File: src/rtl/ranc_core_pkg.sv
// Shared types and default sizing for the RANC core axon/synapse datapath.
package ranc_core_pkg;

    localparam int unsigned NUM_AXONS_DEF    = 256;
    localparam int unsigned NUM_NEURONS_DEF  = 256;
    localparam int unsigned DONE_TIMEOUT_DEF = 16;

    localparam int unsigned AXON_W   = $clog2(NUM_AXONS_DEF);
    localparam int unsigned NEURON_W = $clog2(NUM_NEURONS_DEF);

    typedef enum logic [2:0] {
        ST_IDLE      = 3'd0,
        ST_SEARCH    = 3'd1,
        ST_SWEEP     = 3'd2,
        ST_WAIT_DONE = 3'd3,
        ST_DONE      = 3'd4
    } disp_state_e;

endpackage

File: src/rtl/axon_spike_dispatcher_if.sv
// Dispatcher <-> core/synapse-connection handshake bundle.
// dispatch_err exists only when DISPATCH_TIMEOUT_EN is defined.
interface axon_spike_dispatcher_if
    import ranc_core_pkg::*;
#(
    parameter int unsigned NUM_AXONS = NUM_AXONS_DEF
);
    localparam int unsigned AW = $clog2(NUM_AXONS);
    localparam int unsigned CW = $clog2(NUM_AXONS + 1);

    logic                 tick;
    logic [NUM_AXONS-1:0] spikes_in;
    logic                 synap_con_done;
    logic [AW-1:0]        axon_number;
    logic                 enable;
    logic                 busy;
    logic                 tick_done;
    logic [CW-1:0]        spike_count;
`ifdef DISPATCH_TIMEOUT_EN
    logic                 dispatch_err;
`endif

    modport master (
        input  tick, spikes_in, synap_con_done,
`ifdef DISPATCH_TIMEOUT_EN
        output dispatch_err,
`endif
        output axon_number, enable, busy, tick_done, spike_count
    );

    modport slave (
        output tick, spikes_in, synap_con_done,
`ifdef DISPATCH_TIMEOUT_EN
        input  dispatch_err,
`endif
        input  axon_number, enable, busy, tick_done, spike_count
    );

endinterface

File: src/rtl/spike_priority_enc.sv
// Combinational lowest-set-bit encoder over the pending spike vector.
module spike_priority_enc #(
    parameter int unsigned NUM_AXONS = 256
) (
    input  logic [NUM_AXONS-1:0]         i_pending,
    output logic                         o_found_c,
    output logic [$clog2(NUM_AXONS)-1:0] o_idx_c
);
    localparam int unsigned AW = $clog2(NUM_AXONS);

    // Scan downward so the lowest set bit is the last one written.
    always_comb begin
        o_found_c = 1'b0;
        o_idx_c   = '0;
        for (int i = int'(NUM_AXONS) - 1; i >= 0; i--) begin
            if (i_pending[i]) begin
                o_found_c = 1'b1;
                o_idx_c   = AW'(i);
            end
        end
    end

endmodule

File: src/rtl/axon_spike_dispatcher.sv
// Walks a tick's spiking axons lowest-first, holding enable for one neuron sweep each.
// Optional WAIT_DONE timeout with sticky dispatch_err: define DISPATCH_TIMEOUT_EN.
module axon_spike_dispatcher
    import ranc_core_pkg::*;
#(
    parameter int unsigned NUM_AXONS    = NUM_AXONS_DEF,
    parameter int unsigned NUM_NEURONS  = NUM_NEURONS_DEF
`ifdef DISPATCH_TIMEOUT_EN
    ,
    parameter int unsigned DONE_TIMEOUT = DONE_TIMEOUT_DEF
`endif
) (
    input  logic                    clk,
    input  logic                    rst,
    axon_spike_dispatcher_if.master bus
);
    localparam int unsigned AW = $clog2(NUM_AXONS);
    localparam int unsigned CW = $clog2(NUM_AXONS + 1);
    localparam int unsigned SW = $clog2(NUM_NEURONS) + 1;

    disp_state_e          r_state, w_state_nxt;
    logic [NUM_AXONS-1:0] r_pending, w_pending_nxt;
    logic [AW-1:0]        r_axon_number, w_axon_nxt;
    logic                 r_enable, w_enable_nxt;
    logic                 r_busy, w_busy_nxt;
    logic                 r_tick_done, w_tick_done_nxt;
    logic [CW-1:0]        r_spike_count, w_count_nxt;
    logic [SW-1:0]        r_sweep_cnt, w_sweep_nxt;
    logic                 r_done_seen, w_seen_nxt;
    logic                 w_found;
    logic [AW-1:0]        w_idx;
`ifdef DISPATCH_TIMEOUT_EN
    localparam int unsigned TW = $clog2(DONE_TIMEOUT) + 1;
    logic [TW-1:0]        r_to_cnt, w_to_nxt;
    logic                 r_err, w_err_nxt;
`endif

    spike_priority_enc #(.NUM_AXONS(NUM_AXONS)) u_enc (
        .i_pending (r_pending),
        .o_found_c (w_found),
        .o_idx_c   (w_idx)
    );

    always_comb begin
        w_state_nxt     = r_state;
        w_pending_nxt   = r_pending;
        w_axon_nxt      = r_axon_number;
        w_enable_nxt    = r_enable;
        w_tick_done_nxt = 1'b0;
        w_count_nxt     = r_spike_count;
        w_sweep_nxt     = r_sweep_cnt;
        w_seen_nxt      = r_done_seen;
`ifdef DISPATCH_TIMEOUT_EN
        w_to_nxt        = r_to_cnt;
        w_err_nxt       = r_err;
`endif
        case (r_state)
            ST_IDLE: begin
                if (bus.tick) begin
                    w_pending_nxt = bus.spikes_in;
                    w_count_nxt   = '0;
                    w_state_nxt   = ST_SEARCH;
                end
            end
            ST_SEARCH: begin
                if (w_found) begin
                    w_axon_nxt    = w_idx;
                    w_pending_nxt = r_pending & ~(NUM_AXONS'(1) << w_idx);
                    w_count_nxt   = r_spike_count + CW'(1);
                    w_enable_nxt  = 1'b1;
                    w_sweep_nxt   = '0;
                    w_seen_nxt    = 1'b0;
                    w_state_nxt   = ST_SWEEP;
                end else begin
                    w_state_nxt   = ST_DONE;
                end
            end
            ST_SWEEP: begin
                w_sweep_nxt = r_sweep_cnt + SW'(1);
                // Last enabled cycle: an early done pulse here is remembered.
                if (r_sweep_cnt == SW'(NUM_NEURONS - 1)) begin
                    w_enable_nxt = 1'b0;
                    w_seen_nxt   = bus.synap_con_done;
                    w_state_nxt  = ST_WAIT_DONE;
`ifdef DISPATCH_TIMEOUT_EN
                    w_to_nxt     = '0;
`endif
                end
            end
            ST_WAIT_DONE: begin
                if (bus.synap_con_done || r_done_seen) begin
                    w_seen_nxt  = 1'b0;
                    w_state_nxt = ST_SEARCH;
                end
`ifdef DISPATCH_TIMEOUT_EN
                else if (r_to_cnt == TW'(DONE_TIMEOUT - 1)) begin
                    w_err_nxt     = 1'b1;
                    w_pending_nxt = '0;
                    w_state_nxt   = ST_DONE;
                end else begin
                    w_to_nxt = r_to_cnt + TW'(1);
                end
`endif
            end
            ST_DONE: begin
                w_tick_done_nxt = 1'b1;
                w_state_nxt     = ST_IDLE;
            end
            default: w_state_nxt = ST_IDLE;
        endcase
        w_busy_nxt = (w_state_nxt != ST_IDLE);
    end

    always_ff @(posedge clk) begin
        if (!rst) begin
            r_state       <= ST_IDLE;
            r_pending     <= '0;
            r_axon_number <= '0;
            r_enable      <= 1'b0;
            r_busy        <= 1'b0;
            r_tick_done   <= 1'b0;
            r_spike_count <= '0;
            r_sweep_cnt   <= '0;
            r_done_seen   <= 1'b0;
`ifdef DISPATCH_TIMEOUT_EN
            r_to_cnt      <= '0;
            r_err         <= 1'b0;
`endif
        end else begin
            r_state       <= w_state_nxt;
            r_pending     <= w_pending_nxt;
            r_axon_number <= w_axon_nxt;
            r_enable      <= w_enable_nxt;
            r_busy        <= w_busy_nxt;
            r_tick_done   <= w_tick_done_nxt;
            r_spike_count <= w_count_nxt;
            r_sweep_cnt   <= w_sweep_nxt;
            r_done_seen   <= w_seen_nxt;
`ifdef DISPATCH_TIMEOUT_EN
            r_to_cnt      <= w_to_nxt;
            r_err         <= w_err_nxt;
`endif
        end
    end

    assign bus.axon_number = r_axon_number;
    assign bus.enable      = r_enable;
    assign bus.busy        = r_busy;
    assign bus.tick_done   = r_tick_done;
    assign bus.spike_count = r_spike_count;
`ifdef DISPATCH_TIMEOUT_EN
    assign bus.dispatch_err = r_err;
`endif

endmodule

File: src/flat_wrapper.sv
// flat-port wrapper written by rule: the top's interface ports become plain ports
module axon_spike_dispatcher_flat import ranc_core_pkg::*;
#(
    parameter int unsigned NUM_AXONS    = NUM_AXONS_DEF,
    parameter int unsigned NUM_NEURONS  = NUM_NEURONS_DEF

)
  (clk, rst, bus_tick, bus_spikes_in, bus_synap_con_done, bus_axon_number, bus_enable, bus_busy, bus_tick_done, bus_spike_count);
  axon_spike_dispatcher_if #(.NUM_AXONS(NUM_AXONS)) bus_i ();
  input  logic clk;
  input  logic rst;
  input wire logic [$bits(bus_i.tick)-1:0] bus_tick;
  input wire logic [$bits(bus_i.spikes_in)-1:0] bus_spikes_in;
  input wire logic [$bits(bus_i.synap_con_done)-1:0] bus_synap_con_done;
  output wire logic [$bits(bus_i.axon_number)-1:0] bus_axon_number;
  output wire logic [$bits(bus_i.enable)-1:0] bus_enable;
  output wire logic [$bits(bus_i.busy)-1:0] bus_busy;
  output wire logic [$bits(bus_i.tick_done)-1:0] bus_tick_done;
  output wire logic [$bits(bus_i.spike_count)-1:0] bus_spike_count;
  assign bus_i.tick = bus_tick;
  assign bus_i.spikes_in = bus_spikes_in;
  assign bus_i.synap_con_done = bus_synap_con_done;
  assign bus_axon_number = bus_i.axon_number;
  assign bus_enable = bus_i.enable;
  assign bus_busy = bus_i.busy;
  assign bus_tick_done = bus_i.tick_done;
  assign bus_spike_count = bus_i.spike_count;
  axon_spike_dispatcher #(.NUM_AXONS(NUM_AXONS), .NUM_NEURONS(NUM_NEURONS)) u_core (.clk(clk), .rst(rst), .bus(bus_i));
endmodule
File: config.mk
export PLATFORM = sky130hd
export DESIGN_NAME = axon_spike_dispatcher_flat
export DESIGN_NICKNAME = d
export VERILOG_FILES = /design/src/rtl/ranc_core_pkg.sv /design/src/rtl/axon_spike_dispatcher_if.sv /design/src/rtl/spike_priority_enc.sv /design/src/rtl/axon_spike_dispatcher.sv /design/src/flat_wrapper.sv
export SDC_FILE = /design/constraint.sdc
export NUM_CORES = 1
export LEC_CHECK = 0
export ABC_AREA = 0
export ABC_CLOCK_PERIOD_IN_PS = 3700
export BUFFER_PORTS_ARGS = -buffer_cell sky130_fd_sc_hd__buf_4
export CAP_MARGIN = 25
export CELL_PAD_IN_SITES_DETAIL_PLACEMENT = 1
export CELL_PAD_IN_SITES_GLOBAL_PLACEMENT = 2
export CORE_ASPECT_RATIO = 2
export CORE_MARGIN = 4
export CORE_UTILIZATION = 30
export DETAILED_ROUTE_END_ITERATION = 10
export GPL_TIMING_DRIVEN = 0
export PLACE_DENSITY_LB_ADDON = 0.1
export SYNTH_ARGS = -nofsm -noshare
export SYNTH_HDL_FRONTEND = slang
export SYNTH_SLANG_ARGS = --single-unit
File: constraint.sdc
create_clock -name clk -period 3.7 [get_ports clk]
set_input_delay 0.37 -clock clk [delete_from_list [all_inputs] [get_ports clk]]
set_output_delay 0.37 -clock clk [all_outputs]
set_load 0.05 [all_outputs]
# Word-level counts from Yosys, hierarchy flattened
# Cells that the tools add are included.
# totals
ff_bits,289
latchBits,0
mem_bits_rw,0
mem_bits_ro,0
input_bits,260
word_cells,567
n_memories,0
# op_classes
add_sub_neg,2
mul,0
div,0
n_lt_le_gt_ge,0
eq_ne,9
shifts,1
muxes,533
n_bitwise,2
n_reduce_logical,11
# ops
cell,n
8-bit two-way mux,256
256-bit two-way mux,2
256-bit one-hot mux with 2 select lines,1
1-bit two-way mux,262
256-bit bitwise AND,1
256-bit NOT,1
1-bit by 8-bit left shift with 256-bit output (first input constant),1
9-bit one-hot mux with 2 select lines,2
9-bit two-way mux,3
9-bit by 1-bit adder with 9-bit output (second input constant),2
3-bit two-way mux,4
3-bit one-hot mux with 4 select lines,1
9-bit by 8-bit equality test with 1-bit output (second input constant),1
3-bit by 2-bit equality test with 1-bit output (second input constant),2
3-bit AND reduction,2
3-bit nonzero test,2
2-bit by 1-bit != test with 1-bit output (second input constant),2
2-bit != test (second input constant),2
2-bit AND reduction,2
4-bit AND reduction,1
2-bit nonzero test,2
3-bit by 1-bit equality test with 1-bit output (second input constant),1
3-bit equality test (second input constant),1
3-bit logical NOT,1
other kinds (3),3

# Logic depth before layout (Yosys ltp)
# logic_depth
depth_word,261
ltp_mapped,13
ltp_nobuf,10

# Hierarchy
# A second synthesis with hierarchy kept.
# unflattened
hier_cells,1734
hier_area_um2,15905.3
# by_module_without_submodules
mod,n_inst,cells_per_inst,area_each_um2
axon_spike_dispatcher,1,1128,12421.9
spike_priority_enc,1,606,3483.3

# Worst setup path before layout
# Ideal clock, no wire load.
# synth_timing
path_type,register -> register
startpoint,register u_core.r_pending[192]
endpoint,register u_core.r_pending[130]
arrival_time_ns,3.671
t_required_ns,3.583
slack_ns,-0.089
stages_incl_launch_ff,12
period_less_slack_ns,3.789
cell_sequence,dfxtp_1 or4_1 or4b_4 or4_4 a31oi_4 nor2_2 or2_0 buf_2 or3_1 buf_2 or4_1 a32o_1
# synth_via
elab_chain_len,198
elab_cells_between_ends,393
classes_between,eq/ne: 1; shift: 1; mux: 388; bitwise: 2; reduce/logical: 1
# synth_rtl
element,line,text
start: declaration,axon_spike_dispatcher.sv:22,"logic [NUM_AXONS-1:0] r_pending, w_pending_nxt;"
start signal: assignment,axon_spike_dispatcher.sv:131,r_pending <= w_pending_nxt;
8-bit two-way mux (193 in series),spike_priority_enc.sv:16,if (i_pending[i]) begin
1-bit by 8-bit left shift with 256-bit output,axon_spike_dispatcher.sv:68,w_pending_nxt = r_pending & ~(NUM_AXONS'(1) << w_idx);
256-bit NOT,axon_spike_dispatcher.sv:68,
256-bit bitwise AND,axon_spike_dispatcher.sv:68,
256-bit two-way mux,axon_spike_dispatcher.sv:66,if (w_found) begin
256-bit one-hot mux with 2 select lines,axon_spike_dispatcher.sv:57,case (r_state)
# Parallel ways exist; a longest one is shown, timed or not. The select of a mux whose other input is x is not followed.
# A chain may end at the register's enable or synchronous reset.

# Worst setup path in the final report
# layout_timing
startpoint,register u_core.r_pending[193]
endpoint,register u_core.r_pending[129]
# layout_via
elab_chain_len,199
elab_cells_between_ends,395
classes_between,eq/ne: 1; shift: 1; mux: 390; bitwise: 2; reduce/logical: 1
# layout_rtl
element,line
8-bit two-way mux (194 in series),spike_priority_enc.sv:16
1-bit by 8-bit left shift with 256-bit output,axon_spike_dispatcher.sv:68
256-bit NOT,axon_spike_dispatcher.sv:68
256-bit bitwise AND,axon_spike_dispatcher.sv:68
256-bit two-way mux,axon_spike_dispatcher.sv:66
256-bit one-hot mux with 2 select lines,axon_spike_dispatcher.sv:57
# Parallel ways exist; a longest one is shown, timed or not. The select of a mux whose other input is x is not followed.

==> flow_summary.rst <==
.. list-table::
   :header-rows: 1

   * - Metric
     - Value
   * - Synthesized cell area
     - 15500 sq um
   * - Antenna violations before repair
     - 3
   * - Maximum level of the CTS H-tree
     - 1
   * - Kind of critical path
     - reg -> reg
   * - Number of buffers created by CTS
     - 31
   * - Final wirelength
     - 104000 microns
   * - Req. time, crit path
     - 4.18 ns
   * - Layout cell share with drive strength beyond 1
     - 33.7%
   * - Endpoint kind of the worst setup timing path
     - flip-flop
   * - Final count of negative-setup-slack endpoints
     - 44
   * - Cells taking the most area after synthesis
     - sky130_fd_sc_hd__dfxtp_1 37%, sky130_fd_sc_hd__a32o_1 10%, sky130_fd_sc_hd__nand2_1 5.2%
   * - Worst slew pin tran
     - 1.08 ns
   * - Total iterations of the first detailed-routing run
     - 7
   * - Tightest hold margin
     - -0.00188 ns
   * - First-pass GRT wire length
     - 142000 microns
   * - Total via count after detailed routing
     - 19800
   * - Fraction of registers with async set/reset
     - 0%
   * - DP Wirelength
     - 75700 microns
   * - Max IR drop VDD
     - 0.365 mV
   * - Overflow after GRT
     - 0
   * - Insertion delay of the later-clocked pin in the worst-skew pair
     - 0.61 ns
   * - Antenna diodes
     - 0
   * - Worst min path class
     - in -> reg
   * - Main synth FF type
     - sky130_fd_sc_hd__dfxtp_1
   * - Cell with the largest stage delay on the worst path
     - sky130_fd_sc_hd__or4b_4
   * - Total power consumption of the routed design
     - 12800 uW
   * - Largest driver fanout on the critical path
     - 5
   * - Number of slew-limit violations in the final report
     - 0
   * - DRC violations left
     - 0
   * - Maximum number of pins on one net before global-route repair
     - 15
   * - Net count after synthesis
     - 2165
   * - Fmax
     - 260 MHz
   * - Height of the die
     - 329 microns
   * - Number of sinks driven by the clock tree
     - 289
   * - Static Leak
     - 0.00929 uW
   * - Startpoint class of the critical path
     - flip-flop
   * - WL per Instance
     - 32.3 microns
   * - IO Count
     - 280
   * - Clk slew on worst S/H paths
     - 0.07 ns
   * - Flip-flop and latch count after synthesis
     - 289
   * - Critical Path, Cell by Cell
     - or4_4 > or4b_4 > or4_4 > a31oi_4 > nor2_4 > or2_4 > or3_4 > buf_12 > or3_4 > o311a_1
   * - Final core utilization
     - 49.7%
   * - Register area share after synthesis
     - 37.3%
   * - Reported max-cap violation count
     - 0
   * - Number of endpoints with negative hold slack in the final report
     - 1
   * - Core Area
     - 51100 sq um
   * - Headroom to the max-slew limit
     - 27.7%
   * - Number of enable flip-flop cells after synthesis
     - 0
   * - Worst setup slack after layout
     - -0.146 ns
   * - Worst path buffer plus inverter count
     - 1
   * - Setup WS pre-CTS
     - -1.98 ns
   * - Vias in the first global route
     - 20800
   * - Clock root buffer
     - sky130_fd_sc_hd__clkbuf_16
   * - Maximum cell stage delay along the critical path
     - 0.60 ns
   * - Synth warn
     - 0
   * - Failing checks
     - hold timing, setup timing
   * - Area grow syn2layout
     - 63.9%
   * - Number of I/O port buffers
     - 279
   * - Most frequent standard cell in the layout excluding fill and tap cells
     - sky130_fd_sc_hd__buf_4
   * - Die Outline Area
     - 55600 sq um
   * - Synth Area per Inst
     - 8.15 sq um
   * - Horizontal die dimension
     - 169 microns
   * - Largest delay contributor family on the critical path
     - simple AND/OR/NAND/NOR gates
   * - Row count
     - 117
   * - Unrepaired setup endpoints after global routing
     - true
   * - Post-Route Skew
     - 0.0202 ns
   * - Leading cell types in the layout, fill and taps excluded
     - 364 x sky130_fd_sc_hd__buf_4, 261 x sky130_fd_sc_hd__dfxtp_1, 200 x sky130_fd_sc_hd__nand2_1
   * - Post-layout minimum cycle time
     - 3.85 ns
   * - Period Utilization, post-route
     - 104%
   * - Crit path DAT
     - 4.33 ns
   * - CTS tree
     - done
   * - Number of nets in the final layout
     - 2793
   * - Pwr/cell area
     - 503 nW/um^2
   * - Overall track demand over capacity in global routing
     - 34.9%
   * - Weighted congestion reported at the end of routability-driven placement
     - 0.968
   * - Number of violations reported at the end of detailed-routing iteration 0
     - 1457
   * - Initial standard-cell utilization of the core
     - 30.3%
   * - Post-synth cell types
     - 70
   * - Synthesized instance count
     - 1902
   * - Result of the run
     - complete, but fails checks
   * - Cell taking the most area after synthesis
     - sky130_fd_sc_hd__dfxtp_1
   * - Largest buffer count on any clock path
     - 3
   * - Per-cell via count in the routed design
     - 6.17
   * - Share of the synthesized area in the top cell type
     - 37.3%
   * - Detail Route Antenna Nets
     - 0
   * - Setup TNS after final layout
     - -1.93 ns
## power breakdown
| group | switching [uW] | total (uW) | internal [uW] |
|---|---|---|---|
| Clock | 1430 | 3270 | 1840 |
| Combinational | 3310 | 5720 | 2410 |
| Sequential | 427 | 3780 | 3350 |
## sequential cells by signal, summed over array words and instances, names as in the netlist
name	flops
u_core.bus.axon_number	8
u_core.bus.busy	1
u_core.bus.enable	1
u_core.bus.spike_count	9
u_core.bus.tick_done	1
u_core.r_done_seen	1
u_core.r_pending	256
u_core.r_state	3
u_core.r_sweep_cnt	9
## metal layers
layer,global-route usage [%],up-vias,share of wire (%)
met4,28.3,4,11
li1,-,8688,-
met3,5.20,405,5.4
met1,35.3,9799,34
met5,0,-,0.030
met2,62.5,875,49
## cell usage after synthesis (5+ instances only)
cell type and instances:
sky130_fd_sc_hd__o21ai_0 56, sky130_fd_sc_hd__o2111ai_1 11, sky130_fd_sc_hd__dfxtp_1 289, sky130_fd_sc_hd__nor3_1 63, sky130_fd_sc_hd__nand3_1 118, sky130_fd_sc_hd__nor4b_1 5
sky130_fd_sc_hd__a21boi_0 33, sky130_fd_sc_hd__nor4_1 86, sky130_fd_sc_hd__or3_1 19, sky130_fd_sc_hd__nor2_1 140, sky130_fd_sc_hd__o21a_1 7, sky130_fd_sc_hd__a211o_1 8
sky130_fd_sc_hd__or4_1 35, sky130_fd_sc_hd__o21bai_1 14, sky130_fd_sc_hd__o221ai_1 5, sky130_fd_sc_hd__nand2b_1 30, sky130_fd_sc_hd__and2_1 17, sky130_fd_sc_hd__a21o_1 13
sky130_fd_sc_hd__o311ai_0 27, sky130_fd_sc_hd__o31a_1 6, sky130_fd_sc_hd__a211oi_1 13, sky130_fd_sc_hd__a32o_1 161, sky130_fd_sc_hd__a31oi_1 26, sky130_fd_sc_hd__inv_1 43
sky130_fd_sc_hd__o311a_1 5, sky130_fd_sc_hd__nand3b_1 11, sky130_fd_sc_hd__a31o_2 40, sky130_fd_sc_hd__a22oi_1 5, sky130_fd_sc_hd__and3_1 6, sky130_fd_sc_hd__and4_1 10
sky130_fd_sc_hd__buf_2 11, sky130_fd_sc_hd__nand2_1 216, sky130_fd_sc_hd__clkbuf_1 112, sky130_fd_sc_hd__a2111oi_0 10, sky130_fd_sc_hd__nand4_1 28, sky130_fd_sc_hd__or2_2 12
sky130_fd_sc_hd__nor2b_1 32, sky130_fd_sc_hd__o31ai_1 16, sky130_fd_sc_hd__a21oi_1 82, sky130_fd_sc_hd__xor2_1 5, sky130_fd_sc_hd__o211ai_1 27
## what timing repair did
action / 4_1_cts / 5_1_grt
endpoints found under the hold margin: 188 / 0
pin swaps: 66 / 92
gates resized for setup: 391 / 269
cloned: 5 / 8
hold buffers: 188 / 0
setup endpoints to repair: 269 / 261
setup buffers: 75 / 36
## cells by family after synthesis
group                      count (synthesis)  share of synthesized area, %
DFF                                      289                          37.3
xor gates and xnor gates                   6                         0.339
and+or+nand+nor                          845                          27.8
buffers and inverters                    169                          4.23
AOI/OAI and AO/OA                        590                          30.1
adders and majority gates                  3                         0.242
## through the flow
stage / instances / instance area (sq um) / hold WS [ns]
after global routing: 3205 / 25400 / 0.00721
final: 3205 / 25400 / -0.00188
after detailed placement: 2851 / 18600 / 0.469
after CTS: 3170 / 24000 / 0.000215
after floorplan: 1902 / 15500 / 0.432
after global placement: 2835 / 18400 / 0.451
## worst reg2reg max path: stages (launching register included)
cell	delay (ns)
sky130_fd_sc_hd__dfxtp_4	0.36
sky130_fd_sc_hd__or4_4	0.55
sky130_fd_sc_hd__or4b_4	0.60
sky130_fd_sc_hd__or4_4	0.47
sky130_fd_sc_hd__a31oi_4	0.22
sky130_fd_sc_hd__nor2_4	0.05
sky130_fd_sc_hd__or2_4	0.28
sky130_fd_sc_hd__or3_4	0.41
sky130_fd_sc_hd__buf_12	0.15
sky130_fd_sc_hd__or3_4	0.32
sky130_fd_sc_hd__o311a_1	0.31
## worst paths after layout
path,depth (start not counted),start,slack [ns],to
worst min register to register,1,u_core.r_sweep_cnt[7],0.48,u_core.r_sweep_cnt[7]
worst max register to register,10,u_core.r_pending[193],-0.15,u_core.r_pending[129]
worst max-delay path,10,u_core.r_pending[193],-0.15,u_core.r_pending[129]
worst min-delay path,2,bus_spikes_in[27],-0.002,u_core.r_pending[27]
## layout make-up
type,instances,area (sq um)
Inverter,43,165
Fill cell,5776,25700
Tap cell,654,818
Multi-Input combinational cell,1444,11100
Clock inverter,11,111
Sequential cell,289,5840
Timing Repair Buffer,602,5470
Buffer,119,933
Clock buffer,43,911
Power figures use the tool's default switching activity.
